### src/rtl/array_ex_pkg.sv
// Shared definitions for the array_ex register array: default sizes,
// bus word/address types and the {sel, wr} access-decode encoding.
package array_ex_pkg;

    localparam int unsigned DATA_W_DEF = 16;
    localparam int unsigned DEPTH_DEF  = 4;
    localparam int unsigned ADDR_W_DEF = 2;

    typedef logic [DATA_W_DEF-1:0] word_t;
    typedef logic [ADDR_W_DEF-1:0] addr_t;

    // Access type, encoded as {sel, wr}; any code with sel=0 is idle.
    localparam logic [1:0] IDLE  = 2'b00;
    localparam logic [1:0] READ  = 2'b10;
    localparam logic [1:0] WRITE = 2'b11;

    // Collapse {sel, wr} onto IDLE/READ/WRITE so wr is ignored when deselected.
    function automatic logic [1:0] access_decode(input logic sel, input logic wr);
        return sel ? {1'b1, wr} : IDLE;
    endfunction

endpackage : array_ex_pkg

### src/rtl/array_ex.sv
// Single-port synchronous register array, DEPTH words of DATA_W bits.
// Ports:
//   clk   - system clock, rising-edge active
//   rst   - asynchronous active-low reset; clears every word and rdata
//   addr  - word address of the current access
//   wr    - 1 = write, 0 = read; only meaningful while sel=1
//   sel   - block select; no access when 0
//   wdata - write data
//   rdata - registered read data, one-cycle latency, held between reads
module array_ex
    import array_ex_pkg::*;
#(
    parameter int unsigned DATA_W = DATA_W_DEF,
    parameter int unsigned DEPTH  = DEPTH_DEF,
    parameter int unsigned ADDR_W = ADDR_W_DEF
) (
    input  logic              clk,
    input  logic              rst,
    input  logic [ADDR_W-1:0] addr,
    input  logic              wr,
    input  logic              sel,
    input  logic [DATA_W-1:0] wdata,
    output logic [DATA_W-1:0] rdata
);

    logic [1:0]        acc_c;
    logic [DATA_W-1:0] mem_c [DEPTH];

    assign acc_c = access_decode(sel, wr);

    // One storage word per address, each with its own decoded write enable.
    for (genvar i = 0; i < DEPTH; i++) begin : g_word
        logic              we_c;
        logic [DATA_W-1:0] word_q;

        assign we_c = (acc_c == WRITE) && (addr == ADDR_W'(i));

        always_ff @(posedge clk or negedge rst) begin
            if (!rst) begin
                word_q <= '0;
            end else if (we_c) begin
                word_q <= wdata;
            end
        end

        assign mem_c[i] = word_q;
    end

    // Read register: loads only on a selected read, otherwise holds.
    always_ff @(posedge clk or negedge rst) begin
        if (!rst) begin
            rdata <= '0;
        end else if (acc_c == READ) begin
            rdata <= mem_c[addr];
        end
    end

`ifndef SYNTHESIS
    // Geometry sanity check at elaboration.
    if ((ADDR_W != $clog2(DEPTH)) || (DEPTH < 2)) begin : g_bad_geometry
        $error("array_ex: ADDR_W must equal log2(DEPTH) and DEPTH must be >= 2");
    end

    // Read data is cleared while reset is held.
    a_rdata_reset: assert property (@(posedge clk) !rst |-> (rdata == '0));

    // No word can take a write while reset is held.
    for (genvar i = 0; i < DEPTH; i++) begin : g_chk_word
        a_no_write_in_reset: assert property (@(posedge clk) !rst |-> (g_word[i].word_q == '0));
    end
`endif

endmodule : array_ex

### config.mk
export PLATFORM = sky130hd
export DESIGN_NAME = array_ex
export DESIGN_NICKNAME = d
export VERILOG_FILES = /design/src/rtl/array_ex_pkg.sv /design/src/rtl/array_ex.sv
export SDC_FILE = /design/constraint.sdc
export NUM_CORES = 1
export LEC_CHECK = 0
export CELL_PAD_IN_SITES_DETAIL_PLACEMENT = 1
export CELL_PAD_IN_SITES_GLOBAL_PLACEMENT = 1
export CORE_AREA = 5 5 97 99
export CTS_CLUSTER_SIZE = 12
export DETAILED_ROUTE_END_ITERATION = 6
export DIE_AREA = 0 0 102 104
export GPL_TIMING_DRIVEN = 0
export PLACE_DENSITY = 0.85
export SLEW_MARGIN = 20
export SYNTH_ARGS = -nofsm -noshare
export SYNTH_HDL_FRONTEND = slang
export SYNTH_SLANG_ARGS = --single-unit
### constraint.sdc
create_clock -name clk -period 1.37 [get_ports clk]
set_clock_uncertainty 0.2 [all_clocks]
set_input_delay 0.2055 -clock clk [delete_from_list [all_inputs] [get_ports clk]]
set_output_delay 0.2055 -clock clk [all_outputs]
set_load 0.02 [all_outputs]
# Yosys cells after proc, flatten, opt, wreduce, memory -nomap -nowiden
# Index checks and enable logic that the tools add are counted.
[classes] muxes=4 bitwise=1 reduce_logical=5 order_cmp=1 n_eq_ne=5
[op_table] operator="binary-select mux 16 bit (select 2 bit)" n=1
[op_table] operator="2-to-1 mux 16 bit" n=2
[op_table] operator="== test 2 bit (second input constant)" n=4
[op_table] operator="logical AND 1 bit" n=4
[op_table] operator=">= comparator 3 bit (second input constant)" n=1
[op_table] operator="inverter 2 -> 3 bit" n=1
[op_table] operator="== test 2 x 1 -> 1 bit (second input constant)" n=1
[op_table] operator="zero test 2 bit" n=1
[op_table] operator="2-to-1 mux 2 bit" n=1
[totals] reg_bits=80 elab_cells=21 output_inout_bits=16

# Longest topological paths before layout
# Gate-level depths: netlist of the first run.
[logic_depth] depth_word=4 depth_mapped=5

# Least setup slack after synthesis of the first run
# No wires, ideal clock.
[synth_path] path_kind="input -> register" start="input port addr[1]" end="register rdata[14]" path_buffers=2 setup_ps=125 path_stages=4 path_slack_ps=-248 t_arrival_ps=1293 cell_sequence="buf_4 -> clkbuf_1 -> mux4_2 -> mux2_4"
[synth_between] elab_chain_len=4
[synth_lines] element="from (decl)" line_no="array_ex.sv:19" rtl="input logic [ADDR_W-1:0] addr,"
[synth_lines] element="inverter 2 -> 3 bit (implied by the code)" line_no="array_ex.sv:54" rtl="rdata <= mem_c[addr];"
[synth_lines] element="binary-select mux 16 bit (select 2 bit)" line_no="array_ex.sv:54"
[synth_lines] element="2-to-1 mux 16 bit (implied by the code) (2 in series)" line_no="array_ex.sv:54"
[synth_lines] element="to (signal assigned)" line_no="array_ex.sv:54"
[synth_lines] element="to (decl)" line_no="array_ex.sv:23" rtl="output logic [DATA_W-1:0] rdata"
# No other way between the ends. The select of a mux whose other input is x is not followed.
# A chain may end at the register's enable or synchronous reset.

# Worst setup path after layout of the first run
[layout_path] start="register g_word[3].word_q[5]" end="register rdata[5]"
[layout_between] elab_chain_len=3
[layout_lines] element="from (decl)" line_no="array_ex.sv:34" rtl="logic [DATA_W-1:0] word_q;"
[layout_lines] element="from (signal assigned)" line_no="array_ex.sv:42" rtl="word_q <= wdata;"
[layout_lines] element="binary-select mux 16 bit (select 2 bit)" line_no="array_ex.sv:54"
[layout_lines] element="2-to-1 mux 16 bit (implied by the code) (2 in series)" line_no="array_ex.sv:54"
# No other way between the ends. The select of a mux whose other input is x is not followed.

==> flow_summary.toml, run 1 <==
[final_layout]
layout.cells.non_filler = 382
layout.cells.most_common_list = "dfrtp_1, mux2_2, mux2_4"
area_growth_pct = 29.5
mostFrequentLayoutCell = "dfrtp_1"
fill_cells = 790
fin_nets = 293
post-route-util_pct = 54.3
multi_input_area_um2 = 1480
drive_gt1_share_pct = 62.8
regArea_um2 = 2000
antenna_cells = 0

[routing]
drt_iter0_drc = 37
route.detailed.drc = 0
wl_per_cell_um = 20.8
routed-via-count = 1989
wirelength_um = 7930
drt-vias-per-instance = 5.21
drtPass1Iterations = 4
ant_nets = 0

[critical_path]
slowest_delay_ps = 480
crit_slowest_cell = "mux4_2"
path_cells = "mux4_2, mux2_4"
path_delay_family = "multiplexers"
crit_type = "reg -> reg"
end_kind = "flip-flop"
critPathBufInv = 0
cp_data_arrival_time_ps = 1510
required_ps = 1410
start_kind = "flip-flop"
crit_fanout = 2

[sta]
maxSlewViolCount = 0
min_period_ps = 1470
rsz0062_at_grt = "true"
finalWorstSetupSlack_ps = -96.8
fin_tns_setup_ps = -1110
worst_pin_slew_ps = 497
hold_ws_ps = 147
fmax_ghz = 0.682
finalHoldViolCount = 0
period_share_pct = 107
setup_violations = 16
slew_headroom_pct = 66.9

[global_routing]
met3_usage_pct = 5.43
antenna_found_initial = 0
grt_max_degree = 46
grt-busiest-layer = "met2"
grt_pass1_wl_um = 13100
grt_usage_pct = 16.2
use_met1_pct = 21.7
met2_usage_pct = 25.4
grt_pass1_vias = 2312
grt_remaining_overflow = 0

[synthesis]
avgSynthCellArea_um2 = 18.5
yosysWarnings = 0
synthDistinctLibCells = 15
syn-num-nets = 214
seq_area_frac_synth_pct = 56.4
ys_ff_latch = 80
syn-cell-area_um2 = 3550
syn_inst = 192

[placement]
port-buffer-count = 37
hpwl_um = 4740
gp_congestion = 0.708
dpl.cell_count = 338

[clock_tree]
cts_root_buf = "clkbuf_8"
clkSinkCount = 80
clock_path_buffers = 2
clkLatencyLatePin_ps = 350
tritoncts = "yes"
cts_made_buffers = 9
htreeDepth = 3
path_clk_slew_ps = 80

[die]
start_util_pct = 41.9
io_pins = 38
die_width_um = 102
fp-row-count = 34
core_um2 = 8470
dieHeight_um = 104
die_area_um2 = 10600

[hold_path]
hp-class = "in -> async"

[pwr]
peakVddDrop_v = 0.000865
p_leak_nw = 2.11
finalPower_w = 0.00685
p_per_area_nw_per_um2 = 1490

[outcome]
status = "finished, violations left"
violations = "setup timing"

[job]
maxCapViolCount = 0
-- Yosys cell counts --
master / number / area (µm²)
and4bb_2: 1 / 12.5
buf_12: 1 / 20.0
buf_2: 2 / 10.0
buf_4: 3 / 22.5
buf_6: 4 / 45.0
clkbuf_1: 1 / 3.75
dfrtp_1: 80 / 2000
mux2_1: 3 / 33.8
mux2_2: 59 / 664
mux2_4: 18 / 270
mux4_1: 8 / 210
mux4_2: 8 / 180
nand4_4: 1 / 21.3
nand4b_4: 2 / 47.6
nor2b_1: 1 / 6.26
-- registers in the layout, indices dropped and copies added (netlist names) --
register,flops
g_word.word_q,64
rdata,16
-- through the flow --
| step | area [µm²] | worst slack (ps) |
|---|---|---|
| 2_1_floorplan | 3620 | -148 |
| 3_3_place_gp | 4120 | -2870 |
| 3_5_place_dp | 4150 | -892 |
| 4_1_cts | 4540 | -89.2 |
| 5_1_grt | 4600 | -118 |
| 6_report | 4600 | -96.8 |
-- cells by family after synthesis --
logic type | Yosys count | share of synthesized area, %
and+or+nand+nor | 5 | 2.47
buffers and inverters | 11 | 2.85
muxes | 96 | 38.3
DFF | 80 | 56.4
-- final timing paths --
kind	slack [ps]	depth (start not counted)	startpoint	endpoint
setup / recovery	-100	2	g_word[3].word_q[5]	rdata[5]
hold / removal	150	2	rst	rdata[8]
setup reg to reg	-100	2	g_word[3].word_q[5]	rdata[5]
hold reg to reg	310	1	g_word[2].word_q[12]	g_word[2].word_q[12]
max in group asynchronous	250	3	rst	g_word[0].word_q[2]
min in group clk	190	3	sel	g_word[2].word_q[4]
-- final cells by class --
type	count	share of cell area, %
Sequential cell	80	43.5
Multi-Input combinational cell	101	32.3
Timing Repair Buffer	68	13.5
Buffer	11	3.76
Clock buffer	11	3.07
Tap cell	108	2.94
Clock inverter	3	0.952
-- per-layer routing --
| layer | wire [µm] | part of all wire, % |
|---|---|---|
| met1 | 3540 | 45 |
| met2 | 3930 | 50 |
| met3 | 363 | 4.6 |
| met4 | 96 | 1.2 |
| met5 | 0 | 0 |
-- report_power, final --
part	internal (W)	switching, W	total [W]	leakage, nW
clock network	0.000873	0.000825	0.00170	0.0952
logic	0.00117	0.000705	0.00187	1.05
registers	0.00295	0.000332	0.00328	0.961
-- repair_timing --
item	CTS	global route
hold endpoints to repair	35	0
resized for setup	106	5
pin swaps	1	0
hold buffers	1	0
setup endpoints to repair	96	17
setup buffers	20	6
gates cloned	3	0
Note: power is estimated with default switching activity, not from simulation.
==> run 2: changes to the inputs <==
- ABC_AREA: not set -> 1
- CORE_AREA: 5 5 97 99 -> 5 5 105 107
- CTS_CLUSTER_SIZE: 12 -> not set
- DIE_AREA: 0 0 102 104 -> 0 0 110 112
==> run 2 against run 1 <==
  * The run now ends clean
  * Sequential power down 6.7%
  * Largest cell class unchanged
  * Routed wire length up 39%
  * Flip-flop and latch count unchanged
  * Register-to-register slack better by 370 ps
  * Synthesized cell count up 140%
  * Core utilization down 9.8 points
  * Fmax up 12%
  * First-iteration DRC count rose to 3.6 times the previous value
  * Die area up 16%
  * Area after synthesis up 1.6%
  * Combinational power down 33%
  * Design area down 2.8%
==> flow_summary.toml, run 2 <==
[clock_tree]
htreeDepth = 3
path_clk_slew_ps = 80
tritoncts = "yes"
clkLatencyLatePin_ps = 360
clock_path_buffers = 2
cts_made_buffers = 9
clkSinkCount = 80
cts_root_buf = "clkbuf_8"

[routing]
wirelength_um = 11000
wl_per_cell_um = 16.7
ant_nets = 0
drtPass1Iterations = 4
routed-via-count = 3139
drt_iter0_drc = 134
route.detailed.drc = 0
drt-vias-per-instance = 4.76

[synthesis]
synth_edf_count = 0
avgSynthCellArea_um2 = 7.72
syn_inst = 467
seq_area_frac_synth_pct = 55.5
synth-async-reset-ratio_pct = 100
yosysMostFrequentCell = "nand2_1"
syn-num-nets = 489
yosysWarnings = 0
yosys-top-cells-count = "nand2_1, dfrtp_1, o21ai_0, inv_1, o21ai_1"
synth_area_leaders = "dfrtp_1, nand2_1, o21ai_0"
synth_ff_type = "dfrtp_1"
syn-cell-area_um2 = 3600
synth_top_area_cell = "dfrtp_1"
yosys.area.top_type_share_pct = 55.5
synthDistinctLibCells = 14
ys_ff_latch = 80

[final_layout]
layout.cells.most_common_list = "nand2_1, dfrtp_1, o21ai_0"
mostFrequentLayoutCell = "nand2_1"
antenna_cells = 0
fin_nets = 542
regArea_um2 = 2000
fill_cells = 1250
regMostFlops = "g_word.word_q"
largestRegisters = "g_word.word_q x64, rdata x16"
area_growth_pct = 24.0
multi_input_area_um2 = 1380
largest_reg_flops = 64
post-route-util_pct = 44.5
drive_gt1_share_pct = 13.5

[placement]
hpwl_um = 7060
port-buffer-count = 35
place_ws_ps = -683
gp_congestion = 0.815

[critical_path]
end_kind = "primary output"
critPathBufInv = 1
cp_data_arrival_time_ps = 910
start_kind = "flip-flop"
crit_slowest_cell = "dfrtp_1"
path_delay_family = "flip-flops"
path_cells = "buf_2"
crit_fanout = 2
crit_type = "reg -> out"
required_ps = 960
slowest_delay_ps = 390

[hold_path]
hp-class = "in -> reg"

[sta]
fmax_ghz = 0.762
setup_violations = 0
min_period_ps = 1310
slew_headroom_pct = 62.9
maxSlewViolCount = 0
finalWorstSetupSlack_ps = 56.8
finalHoldViolCount = 0
period_share_pct = 95.9
worst_pin_slew_ps = 557
rsz0062_at_grt = "false"

[die]
dieHeight_um = 112
die_area_um2 = 12300
fp-row-count = 37
core_um2 = 10000
io_pins = 38
die_width_um = 110
start_util_pct = 35.9

[global_routing]
grt_max_degree = 53
grt_usage_pct = 18.6
grt_remaining_overflow = 0
grt_pass1_wl_um = 17400
grt_pass1_vias = 3466
antenna_found_initial = 0

[pwr]
p_leak_nw = 2.40
peakVddDrop_v = 0.000428
p_per_area_nw_per_um2 = 1380

[job]
maxCapViolCount = 0

[outcome]
status = "finished clean"
==> run 2: where the power goes <==
group	leakage [nW]	internal, W	switching (W)	total, W
clock	0.103	0.00101	0.000847	0.00186
combinational	1.29	0.000472	0.000784	0.00126
sequential	1.01	0.00281	0.000246	0.00306
total	2.40	0.00429	0.00188	0.00617
==> run 2: path summary, 6_finish.rpt <==
kind,startpoint,end,slack [ps],cells past startpoint
max in group asynchronous,rst,g_word[1].word_q[8],250,3
max reg2reg,g_word[3].word_q[5],rdata[5],270,6
max,rdata[15],rdata[15],60,1
min in group asynchronous,rst,g_word[3].word_q[15],120,2
min reg2reg,rdata[4],rdata[4],280,2
min,sel,rdata[15],70,5
==> run 2: cell type report <==
| cell class | count | share of cell area [%] |
|---|---|---|
| clock inverters | 4 | 1.57 |
| repair buffers | 42 | 8.17 |
| clock buffers | 11 | 2.94 |
| flip-flops and latches | 80 | 44.8 |
| multi-input cells | 326 | 30.8 |
| inverters | 37 | 3.27 |
| well taps | 136 | 3.81 |
| plain buffers | 24 | 4.70 |
==> run 2: layer usage <==
metal	track usage (%)	share of wire [%]	vias to the layer above
met3	3.48	2.7	26
li1	-	-	1529
met1	22.6	43	1532
met5	0	0	-
met4	7.98	3.0	0
met2	31.8	51	52
==> run 2: repair_timing <==
action,4_1_cts,5_1_grt
endpoints found under the setup margin,90,65
pin swaps,0,2
hold endpoints to repair,80,0
gates cloned,0,2
resized for setup,95,15
setup buffers,0,3
hold buffers,1,0
==> run 2: cell families (layout without fill, tap and decap cells) <==
| family | count (synthesis) | in the layout | synth area share [%] |
|---|---|---|---|
| buf+inv | 61 | 118 | 7.36 |
| simple gates | 262 | 262 | 28.2 |
| flops | 80 | 80 | 55.5 |
| compound gates | 64 | 64 | 8.89 |
==> run 2: stage by stage <==
stage,hold WS [ps],power (W),setup TNS (ps),cells,instance area (µm²)
floorplan,-290,0.00380,0,467,3600
global placement,263,0.00426,-260070,638,4130
detailed placement,-33.7,0.00436,-38550,639,4150
CTS,59.0,0.00617,-4.92,655,4370
global route,94.9,0.00653,0,660,4470
finish,70.2,0.00617,0,660,4470
==> run 3: changes to the inputs <==
- CORE_AREA: 5 5 105 107 -> 5 5 101 103
- DIE_AREA: 0 0 110 112 -> 0 0 106 108
- PLACE_DENSITY: 0.85 -> 0.87
- clock period: 1.37 -> 1.5 ns (I/O delays scaled with it)
==> run 3 against run 2 <==
  * Non-clock buffer count is 5 lower
  * Register-to-register slack better by 100 ps
  * Sequential share of layout area up 0.93 points
  * Critical path depth rose by 6
  * Flip-flop and latch count unchanged
  * Final cell count fell by 4.5%
  * Routed wire length shrank 0.56%
  * Design area decreased by 2.0%
  * Critical endpoint is now g_word[0].word_q[5]
  * Sequential power is 8.5% lower
  * Largest power group unchanged
  * Hold slack improved by 69 ps
  * Die area is 7.1% lower
  * Combinational power shrank 8%
==> flow_summary.toml, run 3 (synthesis results as in run 2) <==
[routing]
wirelength_um = 10900
wl_per_cell_um = 17.4
drt-vias-per-instance = 5.14
drtPass1Iterations = 5
ant_nets = 0
drt_iter0_drc = 154
route.detailed.drc = 0
routed-via-count = 3239

[global_routing]
antenna_found_initial = 0
grt_pass1_vias = 3590
grt_remaining_overflow = 0
grt_usage_pct = 20.4
grt_max_degree = 50
grt_pass1_wl_um = 18100

[critical_path]
start_kind = "input port"
slowest_delay_ps = 540
crit_fanout = 10
required_ps = 1540
end_kind = "flip-flop"
crit_slowest_cell = "clkdlybuf4s50_1"
crit_type = "in -> reg"
path_cells = "clkdlybuf4s50_1, nand2_2, inv_2, nand3_2, buf_4, nand2_1, o21ai_1"
cp_data_arrival_time_ps = 1520

[clock_tree]
post-cts-setup-buffer-count = 0
tritoncts = "yes"
htreeDepth = 3
cts_made_buffers = 9
clkLatencyLatePin_ps = 360
cts_root_buf = "clkbuf_8"
path_clk_slew_ps = 80
clkSinkCount = 80
clock_path_buffers = 2

[die]
fp-row-count = 35
core_um2 = 9110
dieHeight_um = 108
die_width_um = 106
io_pins = 38
start_util_pct = 39.6
die_area_um2 = 11400

[final_layout]
largestRegisters = "g_word.word_q x64, rdata x16"
regMostFlops = "g_word.word_q"
mostFrequentLayoutCell = "nand2_1"
antenna_cells = 0
area_growth_pct = 21.5
fill_cells = 1154
layout.cells.most_common_list = "nand2_1, dfrtp_1, o21ai_0"
drive_gt1_share_pct = 10.4
fin_nets = 537
largest_reg_flops = 64

[outcome]
status = "finished clean"

[placement]
hpwl_um = 7160
port-buffer-count = 35
gp_congestion = 0.842

[sta]
setup_violations = 0
rsz0062_at_grt = "true"
maxSlewViolCount = 0
worst_pin_slew_ps = 572
min_period_ps = 1480
finalHoldViolCount = 0
hold_ws_ps = 140
fmax_ghz = 0.676
fin_tns_setup_ps = 0
slew_headroom_pct = 61.9
period_share_pct = 98.6

[pwr]
peakVddDrop_v = 0.000542
p_leak_nw = 2.34
p_per_area_nw_per_um2 = 1340

[hold_path]
hp-class = "in -> reg"

[job]
maxCapViolCount = 0
-- run 3: what timing repair did --
| action | 4_1_cts | 5_1_grt |
|---|---|---|
| hold buffers | 1 | 0 |
| hold endpoints to repair | 72 | 0 |
| setup endpoints to repair | 52 | 57 |
| resized for setup | 32 | 45 |
-- run 3: worst paths after layout --
check,endpoint,start,cells past startpoint,slack [ps]
min reg2reg,rdata[4],rdata[4],2,270
min in group asynchronous,g_word[3].word_q[3],rst,2,170
max,g_word[0].word_q[5],wr,7,20
min,rdata[15],addr[1],5,140
max reg2reg,rdata[2],g_word[0].word_q[2],6,370
max in group asynchronous,g_word[3].word_q[14],rst,3,350
-- run 3: area by class of cell --
class | instances | area (µm²) | share of cell area [%]
Buffer | 24 | 159 | 3.63
Sequential cell | 80 | 2000 | 45.7
Clock buffer | 10 | 128 | 2.91
Tap cell | 111 | 139 | 3.17
Inverter | 37 | 144 | 3.29
Timing Repair Buffer | 37 | 357 | 8.14
Clock inverter | 5 | 106 | 2.43
Multi-Input combinational cell | 326 | 1350 | 30.7
-- run 3: through the flow --
stage	total power, W	util [%]	setup slack (ps)	instances	instance area [µm²]
floorplan	0.00347	-	265	467	3600
global placement	0.00389	44.9	-2730	613	4090
detailed placement	0.00399	45.2	-486	614	4120
CTS	0.00590	47.9	-10.2	630	4360
global route	0.00621	48.1	-37.1	630	4380
finish	0.00587	48.1	20.6	630	4380
-- run 3: worst max-delay path, delay by kind of cell --
family / cells / cell delay (ps)
simple gates: 3 / 340
compound gates: 1 / 80
buf+inv: 3 / 870
-- run 3: metal layers --
layer	track usage, %	share of wire (%)
met5	0	0
met4	7.03	2.1
met3	3.40	4.2
met2	38.1	53
met1	23.8	41
-- run 3: where the power goes --
part           switching, W  leakage [nW]  internal, W
sequential         0.000239          1.01      0.00257
combinational      0.000718          1.23     0.000438
clock              0.000813         0.113      0.00110
total               0.00177          2.34      0.00410
